--- config.mk ---
export PLATFORM = sky130hd
export DESIGN_NAME = input_snapshot_writer
export DESIGN_NICKNAME = d
export VERILOG_FILES = /design/src/rtl/input_snapshot_writer.sv
export SDC_FILE = /design/constraint.sdc
export NUM_CORES = 1
export LEC_CHECK = 0
export ABC_AREA = 1
export BUFFER_PORTS_ARGS = -buffer_cell sky130_fd_sc_hd__buf_4
export CORE_ASPECT_RATIO = 1.5
export CORE_MARGIN = 2
export CORE_UTILIZATION = 50
export CTS_CLUSTER_SIZE = 10
export DETAILED_ROUTE_END_ITERATION = 10
export GPL_TIMING_DRIVEN = 0
export PLACE_DENSITY = 0.75
export SYNTH_ARGS = -nofsm -noshare
export SYNTH_HDL_FRONTEND = slang
export SYNTH_SLANG_ARGS = --single-unit
--- constraint.sdc ---
create_clock -name clock -period 1.3 [get_ports clock]
set_input_delay 0.195 -clock clock [delete_from_list [all_inputs] [get_ports clock]]
set_output_delay 0.195 -clock clock [all_outputs]
set_load 0.02 [all_outputs]
--- src/rtl/input_snapshot_writer.sv ---
// input_snapshot_writer
//
// Debounces the raw push-buttons and latches the latest accelerometer word. On every sample
// period it snapshots both values and writes them, button word first, into two fixed words of
// the shared system BRAM through the port-B arbiter using a request/grant handshake.
//
// Ports:
//   clock        system clock
//   reset        asynchronous, active-low; clears all state
//   buttons_n    raw buttons, active-low, asynchronous to clock
//   accel_data   accelerometer sample, latched when accel_valid=1
//   accel_valid  single-cycle strobe
//   mem_gnt      arbiter grant of port B
//   mem_req      request for port B
//   mem_we       write enable, port B
//   mem_addr     write address (0 when mem_we=0)
//   mem_data     write data (0 when mem_we=0)
//   button_state debounced buttons, active-high, zero-extended to 16 bits
//   accel_state  last latched accelerometer value
//   overrun      sticky: a sample tick arrived while a snapshot was still pending
module input_snapshot_writer #(
  parameter int unsigned                SYS_DATA_WIDTH = 16,
  parameter int unsigned                SYS_ADDR_WIDTH = 16,
  parameter int unsigned                NUM_BUTTONS    = 4,
  parameter logic [SYS_ADDR_WIDTH-1:0]  BUTTON_ADDR    = 16'hFFF0,
  parameter logic [SYS_ADDR_WIDTH-1:0]  ACCEL_ADDR     = 16'hFFF1,
  parameter int unsigned                DEBOUNCE_COUNT = 250000,
  parameter int unsigned                SAMPLE_COUNT   = 833333
) (
  input  logic                      clock,
  input  logic                      reset,
  input  logic [NUM_BUTTONS-1:0]    buttons_n,
  input  logic [15:0]               accel_data,
  input  logic                      accel_valid,
  input  logic                      mem_gnt,
  output logic                      mem_req,
  output logic                      mem_we,
  output logic [SYS_ADDR_WIDTH-1:0] mem_addr,
  output logic [SYS_DATA_WIDTH-1:0] mem_data,
  output logic [15:0]               button_state,
  output logic [15:0]               accel_state,
  output logic                      overrun
);

  localparam int unsigned DbW  = $clog2(DEBOUNCE_COUNT);
  localparam int unsigned SmpW = $clog2(SAMPLE_COUNT);
  localparam logic [DbW-1:0]  DbMax  = DbW'(DEBOUNCE_COUNT - 1);
  localparam logic [SmpW-1:0] SmpMax = SmpW'(SAMPLE_COUNT - 1);

  typedef enum logic [1:0] {StIdle, StReq, StWrBtn, StWrAcc} state_e;

  // ---------------------------------------------------------------------------
  // Button synchronizer and debounce
  // ---------------------------------------------------------------------------
  logic [NUM_BUTTONS-1:0] sync1_q, sync2_q;
  logic [NUM_BUTTONS-1:0] stable_q, stable_d;
  logic [DbW-1:0]         db_cnt_q [NUM_BUTTONS];
  logic [DbW-1:0]         db_cnt_d [NUM_BUTTONS];

  always_comb begin
    stable_d = stable_q;
    for (int i = 0; i < NUM_BUTTONS; i++) begin
      db_cnt_d[i] = '0;
      if (sync2_q[i] != stable_q[i]) begin
        if (db_cnt_q[i] == DbMax) begin
          stable_d[i] = sync2_q[i];
        end else begin
          db_cnt_d[i] = db_cnt_q[i] + DbW'(1);
        end
      end
    end
  end

  always_ff @(posedge clock or negedge reset) begin
    if (!reset) begin
      sync1_q  <= '0;
      sync2_q  <= '0;
      stable_q <= '0;
      for (int i = 0; i < NUM_BUTTONS; i++) db_cnt_q[i] <= '0;
    end else begin
      sync1_q  <= ~buttons_n;
      sync2_q  <= sync1_q;
      stable_q <= stable_d;
      for (int i = 0; i < NUM_BUTTONS; i++) db_cnt_q[i] <= db_cnt_d[i];
    end
  end

  assign button_state = 16'(stable_q);

  // ---------------------------------------------------------------------------
  // Accelerometer latch
  // ---------------------------------------------------------------------------
  logic [15:0] accel_q, accel_d;

  always_comb begin
    accel_d = accel_valid ? accel_data : accel_q;
  end

  assign accel_state = accel_q;

  // ---------------------------------------------------------------------------
  // Sample timer, snapshot and write FSM
  // ---------------------------------------------------------------------------
  logic [SmpW-1:0]           timer_q, timer_d;
  logic                      tick;
  state_e                    state_q, state_d;
  logic [15:0]               snap_btn_q, snap_btn_d;
  logic [15:0]               snap_acc_q, snap_acc_d;
  logic                      overrun_q, overrun_d;
  logic                      mem_req_q, mem_req_d;
  logic                      mem_we_q, mem_we_d;
  logic [SYS_ADDR_WIDTH-1:0] mem_addr_q, mem_addr_d;
  logic [SYS_DATA_WIDTH-1:0] mem_data_q, mem_data_d;

  always_comb begin
    tick       = (timer_q == SmpMax);
    timer_d    = tick ? '0 : timer_q + SmpW'(1);
    state_d    = state_q;
    snap_btn_d = snap_btn_q;
    snap_acc_d = snap_acc_q;
    overrun_d  = overrun_q;

    unique case (state_q)
      StIdle: begin
        if (tick) begin
          // Snapshot takes the pre-edge values, so a coincident accel strobe is not seen.
          snap_btn_d = button_state;
          snap_acc_d = accel_q;
          state_d    = StReq;
        end
      end
      StReq:   if (mem_gnt) state_d = StWrBtn;
      // Losing the grant mid-sequence restarts from the button word.
      StWrBtn: state_d = mem_gnt ? StWrAcc : StReq;
      StWrAcc: state_d = mem_gnt ? StIdle : StReq;
      default: state_d = StIdle;
    endcase

    if (tick && (state_q != StIdle)) overrun_d = 1'b1;

    // Outputs are decoded from the next state so they come straight out of flops.
    mem_req_d  = (state_d != StIdle);
    mem_we_d   = 1'b0;
    mem_addr_d = '0;
    mem_data_d = '0;
    if (state_d == StWrBtn) begin
      mem_we_d   = 1'b1;
      mem_addr_d = BUTTON_ADDR;
      mem_data_d = SYS_DATA_WIDTH'(snap_btn_d);
    end else if (state_d == StWrAcc) begin
      mem_we_d   = 1'b1;
      mem_addr_d = ACCEL_ADDR;
      mem_data_d = SYS_DATA_WIDTH'(snap_acc_d);
    end
  end

  always_ff @(posedge clock or negedge reset) begin
    if (!reset) begin
      accel_q    <= '0;
      timer_q    <= '0;
      state_q    <= StIdle;
      snap_btn_q <= '0;
      snap_acc_q <= '0;
      overrun_q  <= 1'b0;
      mem_req_q  <= 1'b0;
      mem_we_q   <= 1'b0;
      mem_addr_q <= '0;
      mem_data_q <= '0;
    end else begin
      accel_q    <= accel_d;
      timer_q    <= timer_d;
      state_q    <= state_d;
      snap_btn_q <= snap_btn_d;
      snap_acc_q <= snap_acc_d;
      overrun_q  <= overrun_d;
      mem_req_q  <= mem_req_d;
      mem_we_q   <= mem_we_d;
      mem_addr_q <= mem_addr_d;
      mem_data_q <= mem_data_d;
    end
  end

  assign mem_req  = mem_req_q;
  assign mem_we   = mem_we_q;
  assign mem_addr = mem_addr_q;
  assign mem_data = mem_data_q;
  assign overrun  = overrun_q;

endmodule

==> qor.yml <==
p_clk_frac: 0.376
synth_seq_cells: 174
path_common_cell: "nor2_4"
grt_overflow: 0
die_area_um2: 18400
endpoint_kind: "flop"
hold_slack_ns: 0.195
rr_startpoint: "db_cnt_q[1]"
h-tree-depth: 4
synth_top_cell_area_share: 0.503
violations: "setup timing"
cts-root-buf: "clkbuf_16"
groute.usage.overall: 0.239
start_util: 0.514
combPwrFrac: 0.191
crit_path_top_delay_cell: "dfrtp_1"
grt_pass1_vias: 7763
whs_path_depth: 3
wl_per_cell_um: 15.0
clk_latency_ns: 0.43
yosys-top-cells-area: "dfrtp_1 (50%), nand2_1 (13%), nor2_1 (8.7%)"
synthToLayoutAreaGrowth_pct: 41.3
worstPathRequired_ns: 1.60
synth_cells: 1109
max-vdd-ir-drop_mv: 0.993
p_per_area_nw_per_um2: 1080
fin_crit_sh: 1.16
p_leak_nw: 5.80
drt_pass1_iterations: 5
cts_made_buffers: 17
antenna_found_initial: 0
period_needed_ns: 1.50
path_cells: "ha_4 > nand2_4 > nor2_4 > nand2_2 > nor2_4 > nand2_4 > nand2_8 > nor2_4"
reg2reg_to: "db_cnt_q[4]"
seq_power_share: 0.434
diodes: 0
intPower_mw: 9.46
synth.distinct_cells: 31
drc_errors: 0
timing.hold.worst.class: "primary input to flop"
critical_path_class: "flop to flop"
worstPathArrival_ns: 1.80
synth_area_per_cell_um2: 7.80
layout_common_cells: "nand2_1 (225), dfrtp_1 (159), nor2_1 (143)"
io_buffers: 74
gp_congestion: 0.921
postRouteAntennaNets: 0
seq_area_frac_synth: 0.503
io_pins: 91
cpPeakStageDelay_ns: 0.42
place_hpwl_um: 14000
r2r_cells: 8
num_rows: 58
finalClockSkew_ns: 0.0152
clk_pin_slew_ns: 0.06
routed_wl_um: 23300
cts_sinks: 174
cp_max_fo: 7
report.final.slew_viol_count: 0
grt_max_degree: 95
drv_cap: 0
outcome: "finished with violations"
clk_path_buf_depth: 2
rrSetupSlack_ns: -0.20
core_um2: 16800
rsz0062_at_grt: "true"
cts_tree: "built"
switching_power_mw: 3.69
synth_top_area_cell: "dfrtp_1"
viasPerCell: 5.20
die_h_um: 165
layout_commonest_cell: "nand2_1"
drive_gt1_frac: 0.346
synth_area_um2: 8650
yosys_warnings: 0
grt_pass1_wl_um: 35600
finalNetCount: 1357
power_switching_share: 0.281
first_iter_violations: 474
hold_end: "mem_addr[0]"
hold_start: "mem_gnt"
dr_total_vias: 8054
setup_violations: 117
cp-start-kind: "flop"
pre_cts_slack_ns: -0.338
fin_ws_ns: -0.204
clock.fmax_mhz: 665
finalHoldViolCount: 0
die_w_um: 111
[state kept, by name, summed over array words and instances, names as in the netlist]
register / cells
db_cnt_q: 72
timer_q: 20
accel_state: 16
mem_data: 16
snap_acc_q: 16
snap_btn_q: 16
stable_q: 4
sync1_q: 4
sync2_q: 4
mem_addr: 2
state_q: 2
mem_req: 1
overrun: 1
[per-stage QoR]
step | utilization | TNS (ns) | cell area [um^2] | instances | power (mW)
finish | 0.726 | -12.49 | 12200 | 1550 | 13.2
global route | 0.726 | -21.49 | 12200 | 1550 | 13.6
CTS | 0.678 | -10.47 | 11400 | 1519 | 13.0
detailed placement | 0.573 | -22.18 | 9660 | 1408 | 7.65
global placement | 0.571 | -190.12 | 9620 | 1407 | 7.60
floorplan | - | -0.375 | 8800 | 1123 | 6.88
[routing by layer]
metal / track usage / share of wire
met1: 0.266 / 0.38
met4: 0.113 / 0.037
met3: 0.0431 / 0.039
met2: 0.443 / 0.55
met5: 0 / 0
[cells in the mapped netlist (all sizes together)]
library cell  instances
o21ai                36
o21bai                6
clkinv                3
a21oi                14
dfrtp               174
nor3b                 4
a211oi                3
nand3b                3
nand4                65
nor3                 25
nand2               294
a31oi                 1
xnor2                 6
conb                  1
xor2                 33
inv                 137
nand3                44
ha                    6
buf                  37
nor2                204
clkbuf               13
[critical path: cells and delay by family (launching register included)]
family / cells / cell delay, ns
flip-flops: 1 / 0.42
AND/OR/NAND/NOR: 7 / 0.78
adder cells (fa/ha/maj): 1 / 0.18
[worst max-delay path by stage]
stage / depth (start not counted) / end / startpoint / slack (ns)
finish: 8 / db_cnt_q[4] / db_cnt_q[1] / -0.20
global placement: 1 / accel_state[5] / reset / -0.99
detailed placement: 7 / db_cnt_q[50] / db_cnt_q[36] / -0.34
floorplan: 5 / db_cnt_q[50] / stable_q[1] / -0.02
CTS: 8 / snap_acc_q[1] / timer_q[12] / -0.14
global route: 8 / db_cnt_q[15] / db_cnt_q[1] / -0.28
[final cells by class]
type                    instances  area [um^2]
multi-input cells             760         4510
repair buffers                183         1590
clock inverters                11          109
flip-flops and latches        174         4370
fillers                      1179         4610
well taps                     210          263
plain buffers                  50          380
inverters                     140          539
clock buffers                  21          460
repair inverters                1         3.75
[power groups by stage]
stage / sequential, mW / combinational (mW) / clock, mW
finish: 5.70 / 2.51 / 4.95
global route: 5.71 / 2.68 / 5.21
CTS: 5.68 / 2.31 / 5.01
detailed placement: 5.81 / 1.83 / 0
global placement: 5.81 / 1.79 / 0
floorplan: 5.86 / 1.02 / 0
[cells by family (layout without fill, tap and decap cells)]
group,count (synthesis),in the layout,share of synthesized area
other,1,15,0.000433
adders and majority gates,6,6,0.00868
AOI/OAI and AO/OA,60,60,0.0375
xor gates and xnor gates,39,39,0.0395
buffers and inverters,190,406,0.0975
DFF,174,174,0.503
and+or+nand+nor,639,640,0.313
[repair_timing]
item / in CTS / in global routing
setup buffers: 53 / 30
endpoints found under the setup margin: 152 / 237
cloned: 3 / 2
hold buffers: 23 / 0
pin swaps: 39 / 56
gates resized for setup: 160 / 182
hold endpoints to repair: 100 / 0
Note: power is estimated with default switching activity, not from simulation.
